### src/rtl/mem_arbiter_pkg.sv
// ---------------------------------------------------------------------------
// mem_arbiter_pkg
//   Shared CPU types used by the memory arbiter and the blocks around it.
//   Contents:
//     word_t          - 32-bit machine word
//     ramstate_t      - status reported by the RAM model/bus
//     arbstate_t      - arbiter FSM states
//     ARB_MAX_DSTREAK - default limit on back-to-back data grants
//     ARB_TIMEOUT     - default cycles before a stuck grant is abandoned
//     arbCountWidth() - counter width helper that never returns zero
// ---------------------------------------------------------------------------
package mem_arbiter_pkg;

    typedef logic [31:0] word_t;

    typedef enum logic [1:0] {
        FREE   = 2'd0,
        BUSY   = 2'd1,
        ACCESS = 2'd2,
        ERROR  = 2'd3
    } ramstate_t;

    typedef enum logic [1:0] {
        ARB_IDLE  = 2'd0,
        ARB_IXFER = 2'd1,
        ARB_DXFER = 2'd2
    } arbstate_t;

    localparam int ARB_MAX_DSTREAK = 4;
    localparam int ARB_TIMEOUT     = 64;

    // Degenerate parameter values (1 or less) would otherwise produce a
    // zero-width counter, so clamp to at least one bit.
    function automatic int arbCountWidth(input int maxVal);
        return (maxVal > 1) ? $clog2(maxVal) : 1;
    endfunction

endpackage

### src/rtl/mem_arbiter_timer.sv
// ---------------------------------------------------------------------------
// arb_timer
//   Clearable saturating counter that measures how long the current grant
//   has been waiting on the RAM. tc_o rises once the count reaches
//   TIMEOUT-1 and stays there until cleared.
//   Ports:
//     clk_i    - clock
//     rst_i    - synchronous active-high reset
//     clear_i  - force the count back to zero
//     enable_i - advance the count by one this cycle
//     tc_o     - terminal count reached
// ---------------------------------------------------------------------------
module arb_timer
    import mem_arbiter_pkg::*;
#(
    parameter int TIMEOUT = ARB_TIMEOUT
) (
    input  logic clk_i,
    input  logic rst_i,
    input  logic clear_i,
    input  logic enable_i,
    output logic tc_o
);

    localparam int            W    = arbCountWidth(TIMEOUT);
    localparam logic [W-1:0]  LAST = W'(TIMEOUT - 1);

    logic [W-1:0] count_q, count_d;

    // Clear has priority; counting stops at the terminal value so the
    // counter never wraps back to zero and hides a stuck transfer.
    always_comb begin
        count_d = count_q;
        if (clear_i) begin
            count_d = '0;
        end else if (enable_i && (count_q != LAST)) begin
            count_d = count_q + 1'b1;
        end
    end

    always_ff @(posedge clk_i) begin
        if (rst_i) begin
            count_q <= '0;
        end else begin
            count_q <= count_d;
        end
    end

    assign tc_o = (count_q == LAST);

endmodule

### src/rtl/mem_arbiter.sv
// ---------------------------------------------------------------------------
// mem_arbiter
//   Shares the single-ported RAM between the instruction cache and the data
//   cache. One requester is granted at a time and keeps the grant until the
//   RAM answers ACCESS or ERROR, the grant times out, or the requester drops
//   its request. Data requests win ties, but after MAX_DSTREAK consecutive
//   data grants taken while an instruction fetch was waiting, the fetch is
//   served next.
//   Ports:
//     CLK, RST                  - clock, synchronous active-high reset
//     iREN, iaddr               - icache read request and word address
//     iwait, iload              - icache stall (low on completion), read data
//     dREN, dWEN, daddr, dstore - dcache read/write request, address, data
//     dwait, dload              - dcache stall (low on completion), read data
//     ramREN, ramWEN            - RAM read/write strobes
//     ramaddr, ramstore         - RAM address and write data
//     ramload, ramstate         - RAM read data and status
//     memerr                    - one-cycle pulse after ERROR or timeout
// ---------------------------------------------------------------------------
module mem_arbiter
    import mem_arbiter_pkg::*;
#(
    parameter int MAX_DSTREAK = ARB_MAX_DSTREAK,
    parameter int TIMEOUT     = ARB_TIMEOUT
) (
    input  logic      CLK,
    input  logic      RST,
    input  logic      iREN,
    input  word_t     iaddr,
    output logic      iwait,
    output word_t     iload,
    input  logic      dREN,
    input  logic      dWEN,
    input  word_t     daddr,
    input  word_t     dstore,
    output logic      dwait,
    output word_t     dload,
    output logic      ramREN,
    output logic      ramWEN,
    output word_t     ramaddr,
    output word_t     ramstore,
    input  word_t     ramload,
    input  ramstate_t ramstate,
    output logic      memerr
);

    localparam int           SW         = arbCountWidth(MAX_DSTREAK + 1);
    localparam logic [SW-1:0] STREAK_MAX = SW'(MAX_DSTREAK);

    arbstate_t     state_q, state_d;
    logic [SW-1:0] dstreak_q, dstreak_d;
    logic          memerr_q, memerr_d;

    logic dReq;
    logic inXfer;
    logic reqHeld;
    logic ramDone;
    logic timeoutHit;

    assign dReq    = dREN | dWEN;
    assign inXfer  = (state_q == ARB_IXFER) || (state_q == ARB_DXFER);
    assign reqHeld = (state_q == ARB_DXFER) ? dReq : iREN;
    assign ramDone = (ramstate == ACCESS) || (ramstate == ERROR);

    // The timer is held at zero while idle, so every grant starts counting
    // from zero in its first transfer cycle.
    arb_timer #(
        .TIMEOUT (TIMEOUT)
    ) u_timer (
        .clk_i    (CLK),
        .rst_i    (RST),
        .clear_i  (state_q == ARB_IDLE),
        .enable_i (inXfer && !ramDone),
        .tc_o     (timeoutHit)
    );

    // Arbitration and transfer termination. A dropped request ends the
    // transfer quietly and is checked first; otherwise ACCESS completes it
    // and ERROR or the timer abandons it with an error pulse.
    always_comb begin
        state_d   = state_q;
        dstreak_d = dstreak_q;
        memerr_d  = 1'b0;
        unique case (state_q)
            ARB_IDLE: begin
                if (dReq && !(iREN && (dstreak_q == STREAK_MAX))) begin
                    state_d = ARB_DXFER;
                    if (!iREN) begin
                        dstreak_d = '0;
                    end else if (dstreak_q != STREAK_MAX) begin
                        dstreak_d = dstreak_q + 1'b1;
                    end
                end else if (iREN) begin
                    state_d   = ARB_IXFER;
                    dstreak_d = '0;
                end
            end
            ARB_IXFER, ARB_DXFER: begin
                if (!reqHeld) begin
                    state_d = ARB_IDLE;
                end else if (ramstate == ACCESS) begin
                    state_d = ARB_IDLE;
                end else if ((ramstate == ERROR) || timeoutHit) begin
                    state_d  = ARB_IDLE;
                    memerr_d = 1'b1;
                end
            end
            default: begin
                state_d = ARB_IDLE;
            end
        endcase
    end

    // RAM drive and stalls. Strobes follow the live request so that a
    // requester backing out mid-transfer releases the RAM in the same cycle.
    // A write wins over a read when the dcache raises both.
    always_comb begin
        ramREN   = 1'b0;
        ramWEN   = 1'b0;
        ramaddr  = '0;
        ramstore = '0;
        iwait    = 1'b1;
        dwait    = 1'b1;
        unique case (state_q)
            ARB_DXFER: begin
                ramWEN   = dWEN;
                ramREN   = dREN & ~dWEN;
                ramaddr  = daddr;
                ramstore = dstore;
                dwait    = (ramstate != ACCESS);
            end
            ARB_IXFER: begin
                ramREN  = iREN;
                ramaddr = iaddr;
                iwait   = (ramstate != ACCESS);
            end
            default: begin
            end
        endcase
    end

    // State, streak counter and the registered error pulse.
    always_ff @(posedge CLK) begin
        if (RST) begin
            state_q   <= ARB_IDLE;
            dstreak_q <= '0;
            memerr_q  <= 1'b0;
        end else begin
            state_q   <= state_d;
            dstreak_q <= dstreak_d;
            memerr_q  <= memerr_d;
        end
    end

    assign memerr = memerr_q;
    assign iload  = ramload;
    assign dload  = ramload;

endmodule

### config.mk
export PLATFORM = sky130hd
export DESIGN_NAME = mem_arbiter
export DESIGN_NICKNAME = d
export VERILOG_FILES = /design/src/rtl/mem_arbiter_pkg.sv /design/src/rtl/mem_arbiter_timer.sv /design/src/rtl/mem_arbiter.sv
export SDC_FILE = /design/constraint.sdc
export NUM_CORES = 1
export LEC_CHECK = 0
export ABC_CLOCK_PERIOD_IN_PS = 2060
export CAP_MARGIN = 25
export CORE_AREA = 2 2 103 105
export DETAILED_ROUTE_END_ITERATION = 10
export DIE_AREA = 0 0 105 107
export DONT_BUFFER_PORTS = 1
export GPL_ROUTABILITY_DRIVEN = 0
export MAX_ROUTING_LAYER = met4
export PLACE_DENSITY = 0.32
export SLEW_MARGIN = 20
export SYNTH_ARGS = -nofsm -noshare
export SYNTH_HDL_FRONTEND = slang
export SYNTH_SLANG_ARGS = --single-unit
### constraint.sdc
create_clock -name CLK -period 2.06 [get_ports CLK]
set_input_delay 0.412 -clock CLK [delete_from_list [all_inputs] [get_ports CLK]]
set_output_delay 0.412 -clock CLK [all_outputs]
set_load 0.05 [all_outputs]
==> results_dict.tcl <==
set metrics [dict create \
    ys_async_sr_fraction 0 \
    vias 1713 \
    slew_violations 0 \
    drtIter0Drc 57 \
    cts_made_buffers 3 \
    arrival_ns 1.57 \
    place_ws_ns 0.203 \
    worstMarginPinSlew_ns 0.530 \
    root_buffer "clkbuf_8" \
    postSynthAreaPerCell_um2 7.36 \
    synth_top_area_frac 0.250 \
    setup_tns_ns 0 \
    portBuffers 0 \
    hold_ws_ns 0.234 \
    multiInputGateArea_um2 1270 \
    synth_edf_count 0 \
    start_kind "flip-flop" \
    syn_inst 261 \
    ios 268 \
    cp.required_ns 1.65 \
    dpl.hpwl_um 5600 \
    via_per_inst 4.38 \
    cts_max_level 1 \
    final_nets 398 \
    yosysTopAreaCell "buf_4" \
    regArea_um2 243 \
    fmax_mhz 504 \
    ant_nets 0 \
    post-route-period-util 0.963 \
    finalWirelength_um 7140 \
    final_util 0.272 \
    diodes 0 \
    synth-seq-area-share 0.125 \
    worstSkewPairLatency_ns 0.24 \
    p_sw_uw 677 \
    rows 37 \
    syn-num-nets 402 \
    clk_pin_slew_ns 0.06 \
    syn_area_um2 1920 \
    finalHoldViolations 0 \
    hp-start "RST" \
    cp-end-kind "output port" \
    drc 0 \
    startpoint "state_q[1]" \
    power_per_cell_area_nw_per_um2 528 \
    clock_skew_ns 0.00311 \
    grt_use_total 0.112 \
    cts.sinks 12 \
    synth-seq-cells 12 \
    max-cap-violations 0 \
    drive_gt1_frac 0.471 \
    drt-pass1-iter-count 4 \
    sw_frac_of_total 0.466 \
    status "complete, no violations" \
    r2r_slack_ns 0.32 \
    dieArea_um2 11200 \
    cts_tree "built" \
    antenna_found_initial 0 \
    syn_to_final_growth_pct 43.1 \
    worstSetupPathType "reg2out" \
    p_leak_uw 0.000982 \
    fp.dieW_um 105 \
    drt-wirelength-per-cell_um 18.3 \
    internal_power_uw 775 \
    yosys.cell_types.count 35 \
    seqPwrFrac 0.172 \
    crit_fanout 30 \
    p_comb_frac 0.679 \
    grt_pass1_wl_um 9620 \
    power.share.clock 0.149 \
    initial_utilization 0.190 \
    grt_pass1_vias 1574 \
    clockBufferDepth 2 \
    synth_most_common_cell "buf_4" \
    slew_headroom 0.646 \
    fin_ws_ns 0.0755 \
    timing.final.crit_period_ns 1.98 \
    grt-ovfl-total 0 \
    grt_max_degree 34 \
    fillCellCount 1113 \
    rsz0062_at_grt "true" \
    die_h_um 107 \
    core_um2 10100 \
    yosysWarnings 0 \
    ys.flop_type "dfxtp_1" \
    ys_top_cells_by_area "buf_4 (25%), dfxtp_1 (13%), a22oi_1 (13%)" \
    max-vdd-ir-drop_mv 0.302 \
    yosys-top-cells-count "buf_4 (64), and2_1 (35), nor2b_1 (33), a22oi_1 (32), clkbuf_1 (13)" \
    min-delay-path-class "in2reg" \
    setup_viol 0 \
    worstReg2RegStart "state_q[0]" \
]
## flip-flops by register name, summed over array words and instances, names as in the netlist
register         count
dstreak_q            3
memerr               1
state_q              2
u_timer.count_q      6
## path summary, 6_finish.rpt
check,end,cells after the start
setup reg to reg,u_timer.count_q[5],7
hold / removal,dstreak_q[0],1
hold reg to reg,dstreak_q[0],2
setup / recovery,ramaddr[26],5
## routing by layer
layer | GRT usage | wire length (um)
met5 | - | 0
met2 | 0.215 | 4050
met4 | 0.0171 | 17
met1 | 0.110 | 2410
met3 | 0.0401 | 665
## worst max-delay path, cell delays in order, from the launching register on
cell     delay [ns]
dfxtp_2        0.34
inv_1          0.09
ha_1           0.35
buf_12         0.17
nor2b_2        0.21
buf_12         0.15
## power groups by stage
| stage | combinational [uW] | clock [uW] | sequential, uW |
|---|---|---|---|
| floorplan | 937 | 0 | 251 |
| global placement | 921 | 0 | 252 |
| detailed placement | 921 | 0 | 252 |
| CTS | 956 | 223 | 248 |
| global route | 1030 | 241 | 250 |
| finish | 985 | 217 | 250 |
## stage by stage
stage	power (uW)	cells	instance area, um^2
global placement	1170	384	2540
global route	1530	391	2750
CTS	1430	389	2630
floorplan	1190	261	1990
detailed placement	1170	384	2540
finish	1450	391	2750
## cells by family (layout without fill, tap and decap cells)
kind of cell    count (synthesis)  in the layout  share of synthesized area
compound gates                 53             53                      0.203
simple gates                  101            101                      0.321
fa+ha+maj                       6              6                     0.0391
flops                          12             12                      0.125
xor+xnor                        4              4                     0.0182
buf+inv                        85             79                      0.294
## layout by cell type (no fill, tap or decap), types with 4 or more instances in the layout
cell	Yosys	layout
and2_1	35	35
buf_12	0	34
buf_4	64	34
a22oi_1	32	27
nor2b_2	0	23
nand2_1	10	10
dfxtp_1	12	10
nor2_1	9	9
nor2b_4	0	6
a22oi_2	0	5
o21ai_0	4	4
nor2b_1	33	4
a21oi_1	4	4
ha_1	6	4
## final cells by class
cell class,instances,area share
multi-input combinational,164,0.462
timing repair buffer,72,0.368
clock buffer,3,0.0150
sequential,12,0.0883
tap,136,0.0619
inverter,4,0.00546
## repair_timing
action / CTS / global route
setup buffers: 1 / 1
pin swaps: 1 / 1
gates resized for setup: 1 / 19
endpoints found under the setup margin: 32 / 34
cloned: 1 / 1
endpoints found under the hold margin: 0 / 0
hold buffers: 0 / 0
Power figures use the tool's default switching activity.
